==> src/rtl/dequantizer_pkg.sv <==
// rtl/dequantizer_pkg.sv - shared widths, framing constants and lock-state type for the dequantizer
//
// Purpose: one place for the stream widths, block length, shift-exponent width,
// the HUNT/LOCKED state type and the shift clamp helper.
// Ports: none (package).
package dequantizer_pkg;

    localparam int INPUT_DATA_BITWIDTH     = 32;
    localparam int QUANTIZATION_BITWIDTH   = 12;
    localparam int SCALING_FACTOR_BITWIDTH = 12;
    localparam int BLOCK_LEN               = 16;
    localparam int SHIFT_BITS              = 4;

    // Width of one reconstructed component (I or Q).
    localparam int HALF_BITWIDTH = INPUT_DATA_BITWIDTH / 2;

    // The counter must be able to hold BLOCK_LEN itself, which marks "header due".
    localparam int CNT_BITS = $clog2(BLOCK_LEN + 1);

    typedef enum logic [0:0] {
        HUNT   = 1'b0,
        LOCKED = 1'b1
    } deq_state_t;

    // Shifting by H or more would push every magnitude bit out; saturate at H-1
    // so the result is still a pure sign extension of the MSB.
    function automatic int unsigned clamp_shift(input int unsigned shift);
        return (shift > HALF_BITWIDTH - 1) ? HALF_BITWIDTH - 1 : shift;
    endfunction

endpackage

==> src/rtl/dequantizer_if.sv <==
// rtl/dequantizer_if.sv - compressed-input / expanded-output signal bundle for the dequantizer
//
// Purpose: groups the deframer-side input word and the DSP-side output sample
// with its framing status.
// master modport: drives validIn, commaIn, quantizedData; observes the outputs.
// slave modport : the dequantizer itself.
interface dequantizer_if
    import dequantizer_pkg::*;
();

    logic                                 validIn;
    logic                                 commaIn;
    logic [2*QUANTIZATION_BITWIDTH-1:0]   quantizedData;
    logic                                 validOut;
    logic                                 commaOut;
    logic [INPUT_DATA_BITWIDTH-1:0]       dataOut;
    logic [SCALING_FACTOR_BITWIDTH-1:0]   scalingFactorOut;
    logic                                 locked;
    logic                                 syncErr;

    modport master (
        output validIn, commaIn, quantizedData,
        input  validOut, commaOut, dataOut, scalingFactorOut, locked, syncErr
    );

    modport slave (
        input  validIn, commaIn, quantizedData,
        output validOut, commaOut, dataOut, scalingFactorOut, locked, syncErr
    );

endinterface

==> src/rtl/dequantizer_iq_expand.sv <==
// rtl/dequantizer_iq_expand.sv - combinational left-align and arithmetic shift of one IQ component
//
// Purpose: the two halves of the per-component expansion. Alignment feeds the
// first pipeline register, the shift works on the registered aligned value.
// Ports:
//   q_i       compressed component (two's complement)
//   aligned_o q_i placed in the top bits of an H-bit field, zeros below
//   aligned_i registered aligned value
//   shift_i   block shift exponent
//   shifted_o aligned_i arithmetically shifted right by the clamped exponent
module iq_expand
    import dequantizer_pkg::*;
(
    input  logic [QUANTIZATION_BITWIDTH-1:0] q_i,
    output logic [HALF_BITWIDTH-1:0]         aligned_o,
    input  logic [HALF_BITWIDTH-1:0]         aligned_i,
    input  logic [SHIFT_BITS-1:0]            shift_i,
    output logic [HALF_BITWIDTH-1:0]         shifted_o
);

    localparam int PAD_BITS = HALF_BITWIDTH - QUANTIZATION_BITWIDTH;

    int unsigned shamt;

    assign aligned_o = HALF_BITWIDTH'(q_i) << PAD_BITS;
    assign shamt     = clamp_shift(32'(shift_i));
    assign shifted_o = $signed(aligned_i) >>> shamt;

endmodule

==> src/rtl/dequantizer.sv <==
// rtl/dequantizer.sv - block IQ dequantizer with comma-based framing lock
//
// Purpose: consumes comma (block header) and compressed sample words, keeps the
// block scaling factor, expands each sample to full width and tracks framing.
// Ports:
//   clk  clock, all logic on posedge
//   rst  synchronous active-high reset
//   bus  dequantizer_if.slave: input word, output sample, locked, syncErr
// Latency is two cycles: stage 1 holds aligned components, shift, sf and the
// first-of-block tag; stage 2 holds the shifted result.
module dequantizer
    import dequantizer_pkg::*;
(
    input  logic          clk,
    input  logic          rst,
    dequantizer_if.slave  bus
);

    localparam logic [CNT_BITS-1:0] CNT_FULL = CNT_BITS'(BLOCK_LEN);

    deq_state_t                          state_q;
    logic [CNT_BITS-1:0]                 cnt_q;
    logic [SCALING_FACTOR_BITWIDTH-1:0]  sf_q;

    logic                                s1_valid_q;
    logic                                s1_comma_q;
    logic [HALF_BITWIDTH-1:0]            s1_i_q;
    logic [HALF_BITWIDTH-1:0]            s1_qc_q;
    logic [SHIFT_BITS-1:0]               s1_shift_q;
    logic [SCALING_FACTOR_BITWIDTH-1:0]  s1_sf_q;

    logic                                valid_out_q;
    logic                                comma_out_q;
    logic [INPUT_DATA_BITWIDTH-1:0]      data_out_q;
    logic [SCALING_FACTOR_BITWIDTH-1:0]  sf_out_q;
    logic                                sync_err_q;

    logic [HALF_BITWIDTH-1:0]            aligned_i_d;
    logic [HALF_BITWIDTH-1:0]            aligned_q_d;
    logic [HALF_BITWIDTH-1:0]            shifted_i_d;
    logic [HALF_BITWIDTH-1:0]            shifted_q_d;

    iq_expand u_expand_i (
        .q_i       (bus.quantizedData[2*QUANTIZATION_BITWIDTH-1:QUANTIZATION_BITWIDTH]),
        .aligned_o (aligned_i_d),
        .aligned_i (s1_i_q),
        .shift_i   (s1_shift_q),
        .shifted_o (shifted_i_d)
    );

    iq_expand u_expand_q (
        .q_i       (bus.quantizedData[QUANTIZATION_BITWIDTH-1:0]),
        .aligned_o (aligned_q_d),
        .aligned_i (s1_qc_q),
        .shift_i   (s1_shift_q),
        .shifted_o (shifted_q_d)
    );

    always_ff @(posedge clk) begin
        if (rst) begin
            state_q     <= HUNT;
            cnt_q       <= '0;
            sf_q        <= '0;
            s1_valid_q  <= 1'b0;
            s1_comma_q  <= 1'b0;
            s1_i_q      <= '0;
            s1_qc_q     <= '0;
            s1_shift_q  <= '0;
            s1_sf_q     <= '0;
            valid_out_q <= 1'b0;
            comma_out_q <= 1'b0;
            data_out_q  <= '0;
            sf_out_q    <= '0;
            sync_err_q  <= 1'b0;
        end else begin
            s1_valid_q <= 1'b0;
            sync_err_q <= 1'b0;

            if (bus.validIn) begin
                if (bus.commaIn) begin
                    // A header always (re)establishes framing; arriving before
                    // the block is complete is flagged but still honoured.
                    sf_q    <= bus.quantizedData[SCALING_FACTOR_BITWIDTH-1:0];
                    cnt_q   <= '0;
                    state_q <= LOCKED;
                    if (state_q == LOCKED && cnt_q != CNT_FULL) begin
                        sync_err_q <= 1'b1;
                    end
                end else if (state_q == LOCKED) begin
                    if (cnt_q == CNT_FULL) begin
                        // Block overran without a header: lose lock, drop the word.
                        sync_err_q <= 1'b1;
                        state_q    <= HUNT;
                        cnt_q      <= '0;
                    end else begin
                        s1_valid_q <= 1'b1;
                        s1_comma_q <= (cnt_q == '0);
                        s1_i_q     <= aligned_i_d;
                        s1_qc_q    <= aligned_q_d;
                        s1_shift_q <= sf_q[SHIFT_BITS-1:0];
                        s1_sf_q    <= sf_q;
                        cnt_q      <= cnt_q + CNT_BITS'(1);
                    end
                end
            end

            valid_out_q <= s1_valid_q;
            comma_out_q <= s1_valid_q & s1_comma_q;
            if (s1_valid_q) begin
                data_out_q <= {shifted_i_d, shifted_q_d};
                sf_out_q   <= s1_sf_q;
            end
        end
    end

    assign bus.validOut         = valid_out_q;
    assign bus.commaOut         = comma_out_q;
    assign bus.dataOut          = data_out_q;
    assign bus.scalingFactorOut = sf_out_q;
    assign bus.locked           = (state_q == LOCKED);
    assign bus.syncErr          = sync_err_q;

endmodule

==> src/flat_wrapper.sv <==
// flat-port wrapper written by rule: the top's interface ports become plain ports
module dequantizer_flat import dequantizer_pkg::*;
  (clk, rst, bus_validIn, bus_commaIn, bus_quantizedData, bus_validOut, bus_commaOut, bus_dataOut, bus_scalingFactorOut, bus_locked, bus_syncErr);
  dequantizer_if bus_i ();
  input  logic clk;
  input  logic rst;
  input wire logic [$bits(bus_i.validIn)-1:0] bus_validIn;
  input wire logic [$bits(bus_i.commaIn)-1:0] bus_commaIn;
  input wire logic [$bits(bus_i.quantizedData)-1:0] bus_quantizedData;
  output wire logic [$bits(bus_i.validOut)-1:0] bus_validOut;
  output wire logic [$bits(bus_i.commaOut)-1:0] bus_commaOut;
  output wire logic [$bits(bus_i.dataOut)-1:0] bus_dataOut;
  output wire logic [$bits(bus_i.scalingFactorOut)-1:0] bus_scalingFactorOut;
  output wire logic [$bits(bus_i.locked)-1:0] bus_locked;
  output wire logic [$bits(bus_i.syncErr)-1:0] bus_syncErr;
  assign bus_i.validIn = bus_validIn;
  assign bus_i.commaIn = bus_commaIn;
  assign bus_i.quantizedData = bus_quantizedData;
  assign bus_validOut = bus_i.validOut;
  assign bus_commaOut = bus_i.commaOut;
  assign bus_dataOut = bus_i.dataOut;
  assign bus_scalingFactorOut = bus_i.scalingFactorOut;
  assign bus_locked = bus_i.locked;
  assign bus_syncErr = bus_i.syncErr;
  dequantizer u_core (.clk(clk), .rst(rst), .bus(bus_i));
endmodule
==> config.mk <==
export PLATFORM = sky130hd
export DESIGN_NAME = dequantizer_flat
export DESIGN_NICKNAME = d
export VERILOG_FILES = /design/src/rtl/dequantizer_pkg.sv /design/src/rtl/dequantizer_if.sv /design/src/rtl/dequantizer_iq_expand.sv /design/src/rtl/dequantizer.sv /design/src/flat_wrapper.sv
export SDC_FILE = /design/constraint.sdc
export NUM_CORES = 1
export LEC_CHECK = 0
export CAP_MARGIN = 30
export CORE_ASPECT_RATIO = 1.1
export CORE_MARGIN = 4
export CORE_UTILIZATION = 58
export CTS_CLUSTER_DIAMETER = 100
export DETAILED_ROUTE_END_ITERATION = 10
export GPL_ROUTABILITY_DRIVEN = 0
export HOLD_SLACK_MARGIN = 0.1
export PLACE_DENSITY_LB_ADDON = 0.2
export SYNTH_ARGS = -nofsm -noshare
export SYNTH_HDL_FRONTEND = slang
export SYNTH_SLANG_ARGS = --single-unit
==> constraint.sdc <==
create_clock -name clk -period 5.1 [get_ports clk]
set_clock_uncertainty 0.05 [all_clocks]
set_input_delay 1.02 -clock clk [delete_from_list [all_inputs] [get_ports clk]]
set_output_delay 1.02 -clock clk [all_outputs]
set_load 0.05 [all_outputs]
Yosys cells after proc, flatten, opt, wreduce, memory -nomap -nowiden
Index checks and enable logic that the tools add are counted.
W data, S select, Z words.
{"block": "totals", "memories": 0, "latch_bits": 0, "romBits": 0, "ram_bits": 0, "ff_bits": 107, "word_cells": 41, "input_bits": 28}
{"block": "classes", "mul": 0, "eq_ne": 2, "addsub": 1, "n_shift": 2, "bitwise": 4, "order_cmp": 0, "div_mod_pow": 0, "mux": 10, "n_reduce_logical": 8}
{"operator": "$sshr A16 B4 Y16", "count": 2}
{"operator": "$mux W5", "count": 3}
{"operator": "$mux W1", "count": 7}
{"operator": "$add A5 B1 Y5 const B", "count": 1}
{"operator": "$eq A5 B5 Y1 const B", "count": 1}
{"operator": "$logic_not A5 Y1", "count": 1}
{"operator": "$ne A5 B5 Y1 const B", "count": 1}
{"operator": "$reduce_and A2 Y1", "count": 2}
{"operator": "$reduce_and A4 Y1", "count": 1}
{"operator": "$not A1 Y1", "count": 3}
{"operator": "$reduce_or A3 Y1", "count": 1}
{"operator": "$reduce_bool A2 Y1", "count": 1}
{"operator": "$reduce_or A2 Y1", "count": 1}
{"operator": "$and A1 B1 Y1", "count": 1}
{"operator": "$logic_and A1 B1 Y1", "count": 1}

Longest topological paths before layout
Gate-level depths: netlist (run 1).
{"block": "logic_depth", "word_depth": 4, "mapped_depth": 8, "depth_no_buf": 6}

By module
A second synthesis (run 1) with hierarchy kept.
{"block": "unflattened", "cells_unflattened": 704, "hier_area_um2": 5916.9}
{"module": "dequantizer", "area_each_um2": 4112.7, "instances": 1, "cells_per_inst": 450}
{"module": "iq_expand", "area_each_um2": 902.1, "instances": 2, "cells_per_inst": 127}

Worst setup path before layout (run 1)
No wires, ideal clock.
{"block": "synth_path", "path_type": "input to register", "start": "input port bus_commaIn", "end": "register u_core.s1_i_q[4]", "setup_slack_ns": 2.900, "arrival_ns": 2.018, "cell_stages": 6, "path_cell_list": "clkbuf_1 -> or3_1 -> buf_2 -> buf_1 -> nand2_1 -> a21oi_1"}
{"block": "synth_between", "elab_chain_len": 2}
{"element": "start: declaration", "line_no": "flat_wrapper.sv:8", "source": "input wire logic [$bits(bus_i.commaIn)-1:0] bus_commaIn;"}
{"element": "$not A1 Y1 (no source line)"}
{"element": "$reduce_and A4 Y1 (no source line)"}
{"element": "end signal: assignment", "line_no": "dequantizer.sv:98", "source": "s1_i_q <= aligned_i_d;"}
{"element": "end: declaration", "line_no": "dequantizer.sv:27", "source": "logic [HALF_BITWIDTH-1:0] s1_i_q;"}
Every way passes these cells.
A chain may end at the register's enable or synchronous reset.

Worst setup path after layout (run 1)
{"block": "layout_path", "start": "register u_core.data_out_q[19], in the netlist u_core.bus.dataOut[19]", "end": "output port bus_dataOut[19]"}
{"element": "start: declaration", "line_no": "dequantizer.sv:34", "source": "logic [INPUT_DATA_BITWIDTH-1:0] data_out_q;"}
{"element": "start signal: assignment", "line_no": "dequantizer.sv:110", "source": "data_out_q <= {shifted_i_d, shifted_q_d};"}
{"element": "end: declaration", "line_no": "flat_wrapper.sv:12", "source": "output wire logic [$bits(bus_i.dataOut)-1:0] bus_dataOut;"}
No word-level cell between the ends.

==> results.py, run 1 <==
metrics = {
    "status": {
        "outcome": "completed",
    },
    "timing": {
        "hold_viol_final": 0,
        "rsz0062_at_grt": "false",
        "max_slew.worst_pin.slew_ps": 968,
        "setup-tns-final_ps": 0,
        "final_min_period_over_clock_period_pct": 52.2,
        "report.final.slew_viol_count": 0,
        "setup_viol": 0,
        "period_minus_slack_ps": 2660,
        "relSlewSlack_pct": 35.4,
        "clock.fmax_mhz": 375,
    },
    "clock_network": {
        "cts_root_buffer": "clkbuf_8",
        "cts.sinks": 103,
        "cts_resized": 0,
        "clk_latency_ps": 380,
        "htreeDepth": 3,
        "cts_tree": "yes",
        "cts_setup_buffers": 0,
        "cts-buffers-inserted": 9,
        "path_clk_slew_ps": 110,
        "ctsHoldBuffers": 0,
        "clock_path_buffers": 2,
    },
    "setup_path": {
        "crit_family": "buffers and inverters",
        "cp-end-kind": "output pin",
        "worstPathRequired_ps": 4030,
        "worstPathArrival_ps": 1590,
        "path_buf_inv": 1,
        "crit_slowest_cell": "clkdlybuf4s50_1",
        "crit_type": "reg2out",
        "cp_max_fo": 2,
        "start_kind": "flip-flop",
        "path_cells": "clkdlybuf4s50_1",
        "slowest_delay_ps": 830,
    },
    "yosys": {
        "synthCells": 581,
        "synth_compound_area_share_pct": 16.7,
        "synth-xor-area-share_pct": 0.520,
        "ys_seq_area_share_pct": 40.8,
        "ys.flop_type": "dfxtp_1",
        "muxShareOfSynthArea_pct": 18.3,
        "syn_area_sq_um": 5050,
        "synth_top_family_by_area": "multiplexers",
        "synthAdderAreaFrac_pct": 0.495,
        "ys_async_sr_fraction_pct": 0,
        "yosys.area_share.simple_pct": 17.9,
        "synthDistinctLibCells": 57,
        "synth_edf_count": 0,
        "synth_seq_cells": 103,
        "yosysWarnings": 0,
        "avgSynthCellArea_sq_um": 8.69,
        "syn_nets": 611,
    },
    "global_route": {
        "grt_start_max_net_pins": 52,
        "antenna_found_initial": 0,
        "grt_usage_pct": 24.2,
        "grt_pass1_wl_mm": 20.3,
        "grt-ovfl-total": 0,
        "grt_pass1_vias": 4120,
    },
    "pwr": {
        "power_density_nw_per_um2": 239,
        "vdd_drop_max_mv": 0.188,
        "p_leak_nw": 2.05,
    },
    "floorplanning": {
        "row_count": 35,
        "pin_count": 76,
        "core_area_sq_um": 8450,
        "die_h_um": 106,
        "die_area_sq_um": 10300,
        "die_w_um": 97.0,
        "start_util_pct": 59.8,
    },
    "routing": {
        "ant_nets": 0,
        "drc": 0,
        "wl_per_cell_um": 16.8,
        "first_pass_iters": 5,
        "vias_per_cell": 6.06,
        "drt_iter0_drc": 365,
        "routed_wl_mm": 12.4,
        "dr_total_vias": 4487,
    },
    "run": {
        "cap_violations": 0,
    },
    "place": {
        "io_buffer_count": 75,
        "place_area_sq_um": 5810,
        "dp_hpwl_mm": 8.61,
    },
    "final_layout": {
        "fill_cells": 651,
        "nNetsFinal": 655,
        "area_growth_pct": 18.9,
        "final_layout_size_suffix_gt1_share_pct": 9.37,
        "postLayoutCellArea_sq_um": 6010,
        "antenna_cells": 0,
    },
    "hold_path": {
        "min_path_type": "reg2reg",
    },
}
-- report_power, final --
| part | internal (W) | total, W | switching, W |
|---|---|---|---|
| Sequential | 0.000816 | 0.000829 | 0.0000132 |
| Combinational | 0.0000454 | 0.000105 | 0.0000593 |
| Clock | 0.000192 | 0.000505 | 0.000313 |
-- Yosys cell counts, types with 3 or more instances --
cell / count / area [sq um]
a211oi_1: 6 / 45.0
a21oi_1: 68 / 340
a221oi_1: 3 / 26.3
a311oi_1: 6 / 52.6
a31oi_1: 3 / 18.8
a32o_1: 4 / 40.0
and2_1: 3 / 18.8
buf_1: 6 / 22.5
buf_2: 12 / 60.1
buf_4: 5 / 37.5
clkbuf_1: 26 / 97.6
dfxtp_1: 103 / 2060
inv_1: 8 / 30.0
mux2_2: 15 / 169
mux2i_1: 30 / 300
mux4_1: 7 / 184
mux4_2: 12 / 270
nand2_1: 131 / 492
nand3_1: 5 / 25.0
nor2_1: 48 / 180
nor2b_1: 3 / 18.8
nor3_1: 7 / 35.0
o211ai_1: 6 / 45.0
o21ai_0: 15 / 75.1
o221ai_1: 4 / 35.0
or2_2: 3 / 18.8
-- layout make-up --
| cell class | count | area (sq um) | share of cell area, % |
|---|---|---|---|
| multi-input combinational | 418 | 2730 | 45.4 |
| sequential | 103 | 2060 | 34.4 |
| timing repair buffer | 83 | 838 | 14.0 |
| tap | 111 | 139 | 2.31 |
| clock buffer | 9 | 124 | 2.06 |
| clock inverter | 7 | 75.1 | 1.25 |
| inverter | 10 | 37.5 | 0.625 |
-- placed cells by master, fill, tap and decap left out, types with 7 or more instances in the layout --
cell type,n
nand2_1,131
dfxtp_1,101
clkdlybuf4s50_1,74
a21oi_1,68
nor2_1,48
mux2i_1,30
mux2_2,15
o21ai_0,15
mux4_2,12
clkbuf_8,9
inv_1,8
mux4_1,7
-- path summary, 6_finish.rpt --
path / from / end / slack [ps] / depth (start not counted)
min reg2reg: u_core.sf_q[5]$_SDFFE_PP0P_ / u_core.s1_sf_q[5]$_SDFFE_PP0P_ / 410 / 2
max: u_core.bus.dataOut[19]$_SDFFE_PP0P_ / bus_dataOut[19] / 2440 / 1
max reg2reg: u_core.s1_sf_q[0]$_SDFFE_PP0P_ / u_core.bus.dataOut[26]$_SDFFE_PP0P_ / 2580 / 4
min: u_core.sf_q[5]$_SDFFE_PP0P_ / u_core.s1_sf_q[5]$_SDFFE_PP0P_ / 410 / 2
-- cell families after synthesis --
family / after synthesis
adder cells (fa/ha/maj): 2
AND/OR/NAND/NOR: 215
buffers and inverters: 60
AO/OA/AOI/OAI: 134
flip-flops: 103
XOR/XNOR: 3
multiplexers: 64
-- layer usage --
layer  global-route usage (%)  part of all wire, %  vias up  wire length (um)
li1                         -                    -     2143                 -
met1                     30.9                   42     2112              5170
met2                     41.6                   49      197              6070
met3                     2.71                  6.3       35               780
met4                     10.2                  3.2        0               403
met5                        0                    0        -                 0
-- registers in the layout (all words and copies together) (netlist names) --
signal                       cells
u_core.bus.commaOut              1
u_core.bus.validOut              1
u_core.s1_valid_q                1
u_core.cnt_q                     5
u_core.s1_qc_q                  12
u_core.bus.syncErr               1
u_core.bus.scalingFactorOut     12
u_core.s1_i_q                   12
u_core.s1_comma_q                1
u_core.s1_sf_q                  12
u_core.sf_q                     12
u_core.bus.dataOut              32
u_core.bus.locked                1
-- through the flow --
step                utilization (%)  setup WS (ps)  std cells  total power [W]  hold WS (ps)
floorplan                         -           2900        581         0.000907           382
global placement               68.1           2130        723         0.000947           381
detailed placement             68.7           2190        725         0.000951           394
CTS                            71.1           2410        741          0.00145           410
global route                   71.1           2400        741          0.00149           425
finish                         71.1           2440        741          0.00144           408
Note: power is estimated with default switching activity, not from simulation.
==> run 2: changes to the inputs <==
Settings changed: CORE_UTILIZATION 58 to 49.
Clock period 5.1 ns to 2.2 ns, I/O delays scaled along.
==> run 2 against run 1 <==
Net effect:
- hold slack got worse by 1.9 ps
- critical path depth unchanged
- worst setup slack got worse by 2400 ps
- cell area up 2.9%
- clock power rose to 2.6 times the previous value
- power rose by 140%
- critical path type unchanged
- critical endpoint unchanged
- largest power group unchanged
- highest routed layer unchanged
==> results.py, run 2 (synthesis gave the netlist of run 1 again) <==
metrics = {
    "clock_network": {
        "cts_setup_buffers": 0,
        "clk_latency_ps": 390,
        "cts_resized": 0,
        "cts-buffers-inserted": 9,
        "clock_path_buffers": 2,
        "cts.sinks": 103,
        "ctsHoldBuffers": 0,
        "cts_tree": "yes",
        "path_clk_slew_ps": 120,
        "cts_root_buffer": "clkbuf_8",
        "htreeDepth": 3,
    },
    "floorplanning": {
        "pin_count": 76,
        "core_area_sq_um": 9980,
        "die_w_um": 105,
        "start_util_pct": 50.6,
        "row_count": 38,
        "die_h_um": 114,
        "die_area_sq_um": 12000,
    },
    "setup_path": {
        "slowest_delay_ps": 830,
        "path_buf_inv": 1,
        "endpoint": "bus_dataOut[19]",
        "cp_max_fo": 2,
        "crit_family": "buffers and inverters",
        "reg2reg_slack_ps": 130,
        "reg2reg_to": "u_core.bus.dataOut[1]$_SDFFE_PP0P_",
        "worstPathRequired_ps": 1710,
        "cp-startpoint": "u_core.bus.dataOut[19]$_SDFFE_PP0P_",
        "worstSetupPathDepth": 1,
        "path_cells": "clkdlybuf4s50_1",
        "start_kind": "flip-flop",
        "crit_slowest_cell": "clkdlybuf4s50_1",
        "cp-end-kind": "output pin",
        "worstPathArrival_ps": 1630,
        "r2r-start": "u_core.s1_sf_q[0]$_SDFFE_PP0P_",
        "crit_type": "reg2out",
        "reg2reg_depth": 5,
    },
    "timing": {
        "worst_slack_ps": 77.5,
        "relSlewSlack_pct": 60.0,
        "rsz0062_at_grt": "false",
        "hold_viol_final": 0,
        "final_min_period_over_clock_period_pct": 96.5,
        "report.final.slew_viol_count": 0,
        "period_minus_slack_ps": 2120,
        "clock.fmax_mhz": 471,
        "setup-tns-final_ps": 0,
        "max_slew.worst_pin.slew_ps": 600,
        "setup_viol": 0,
    },
    "routing": {
        "ant_nets": 0,
        "wl_per_cell_um": 17.4,
        "first_pass_iters": 5,
        "vias_per_cell": 5.97,
        "drc": 0,
        "dr_total_vias": 4595,
        "routed_wl_mm": 13.4,
        "drt_iter0_drc": 345,
    },
    "final_layout": {
        "area_growth_pct": 22.3,
        "layout_commonest_cell": "nand2_1",
        "final_layout_size_suffix_gt1_share_pct": 12.2,
        "antenna_cells": 0,
        "nNetsFinal": 675,
        "final_cell_mix": "131 x nand2_1, 101 x dfxtp_1, 74 x clkdlybuf4s50_1",
        "seq_area_sq_um": 2060,
        "largest_register_ffs": 32,
        "fill_cells": 879,
        "multi_input_area_sq_um": 2730,
    },
    "global_route": {
        "grt_usage_pct": 22.6,
        "grt_pass1_vias": 4385,
        "grt_pass1_wl_mm": 22.0,
        "grt-ovfl-total": 0,
        "antenna_found_initial": 0,
        "grt_start_max_net_pins": 61,
    },
    "place": {
        "post-place-ws_ps": 126,
        "io_buffer_count": 75,
        "dp_hpwl_mm": 9.62,
    },
    "status": {
        "outcome": "completed",
    },
    "pwr": {
        "vdd_drop_max_mv": 0.311,
        "p_leak_nw": 2.16,
        "power_density_nw_per_um2": 565,
    },
    "run": {
        "cap_violations": 0,
    },
    "hold_path": {
        "min_path_cells": 2,
        "min_path_type": "reg2reg",
    },
}
-- run 2: cell types whose count changed in the layout (fill, tap and decap cells not counted) --
cell and delta:
bufinv_16 +1, buf_12 +1, buf_4 +20, clkinvlp_4 -1
clkinv_8 -2, inv_8 +2, buf_16 -1, inv_12 +1
inv_6 -1
-- run 2: layout make-up --
class                           count  area share, %
Sequential cell                   103           33.4
Inverter                           10          0.607
Tap cell                          120           2.43
Timing Repair Buffer              103           15.9
Multi-Input combinational cell    418           44.1
Clock buffer                        9           2.00
Clock inverter                      7           1.54
-- run 2: worst min-delay path by stage --
| stage | from | end | slack [ps] |
|---|---|---|---|
| 2_1_floorplan | u_core.sf_q[10]$_SDFFE_PP0P_ | u_core.s1_sf_q[10]$_SDFFE_PP0P_ | 380 |
| 3_3_place_gp | u_core.bus.dataOut[9]$_SDFFE_PP0P_ | u_core.bus.dataOut[9]$_SDFFE_PP0P_ | 390 |
| 3_5_place_dp | u_core.sf_q[3]$_SDFFE_PP0P_ | u_core.s1_sf_q[3]$_SDFFE_PP0P_ | 390 |
| 4_1_cts | rst | u_core.bus.dataOut[10]$_SDFFE_PP0P_ | 400 |
| 5_1_grt | u_core.sf_q[7]$_SDFFE_PP0P_ | u_core.s1_sf_q[7]$_SDFFE_PP0P_ | 420 |
| 6_report | u_core.sf_q[7]$_SDFFE_PP0P_ | u_core.s1_sf_q[7]$_SDFFE_PP0P_ | 410 |
-- run 2: per-layer routing --
metal	vias up	wire (um)	track usage (%)
met4	0	490	10.9
met5	-	0	0
met3	41	956	3.67
li1	2194	-	-
met1	2154	5600	28.4
met2	206	6370	37.8
-- run 2: power by group --
group          internal [W]  leakage, nW  switching, W
clock network      0.000568        0.111      0.000747
logic              0.000112         1.22      0.000143
registers           0.00189        0.833     0.0000293
-- run 2: through the flow --
| stage | std cells | cell area (sq um) | total power (W) | hold WS (ps) | utilization, % |
|---|---|---|---|---|---|
| global route | 770 | 6180 | 0.00362 | 423 | 61.9 |
| detailed placement | 754 | 5960 | 0.00222 | 392 | 59.7 |
| floorplan | 581 | 5050 | 0.00210 | 382 | - |
| global placement | 754 | 5960 | 0.00221 | 386 | 59.7 |
| finish | 770 | 6180 | 0.00349 | 406 | 61.9 |
| CTS | 770 | 6180 | 0.00351 | 401 | 61.9 |
==> run 3: changes to the inputs <==
Settings changed: ABC_CLOCK_PERIOD_IN_PS from default to 2200, SKIP_LAST_GASP from default to 1.
==> results of run 3 <==
Same layout as run 2: the final DEF is identical, and so are final timing and power.
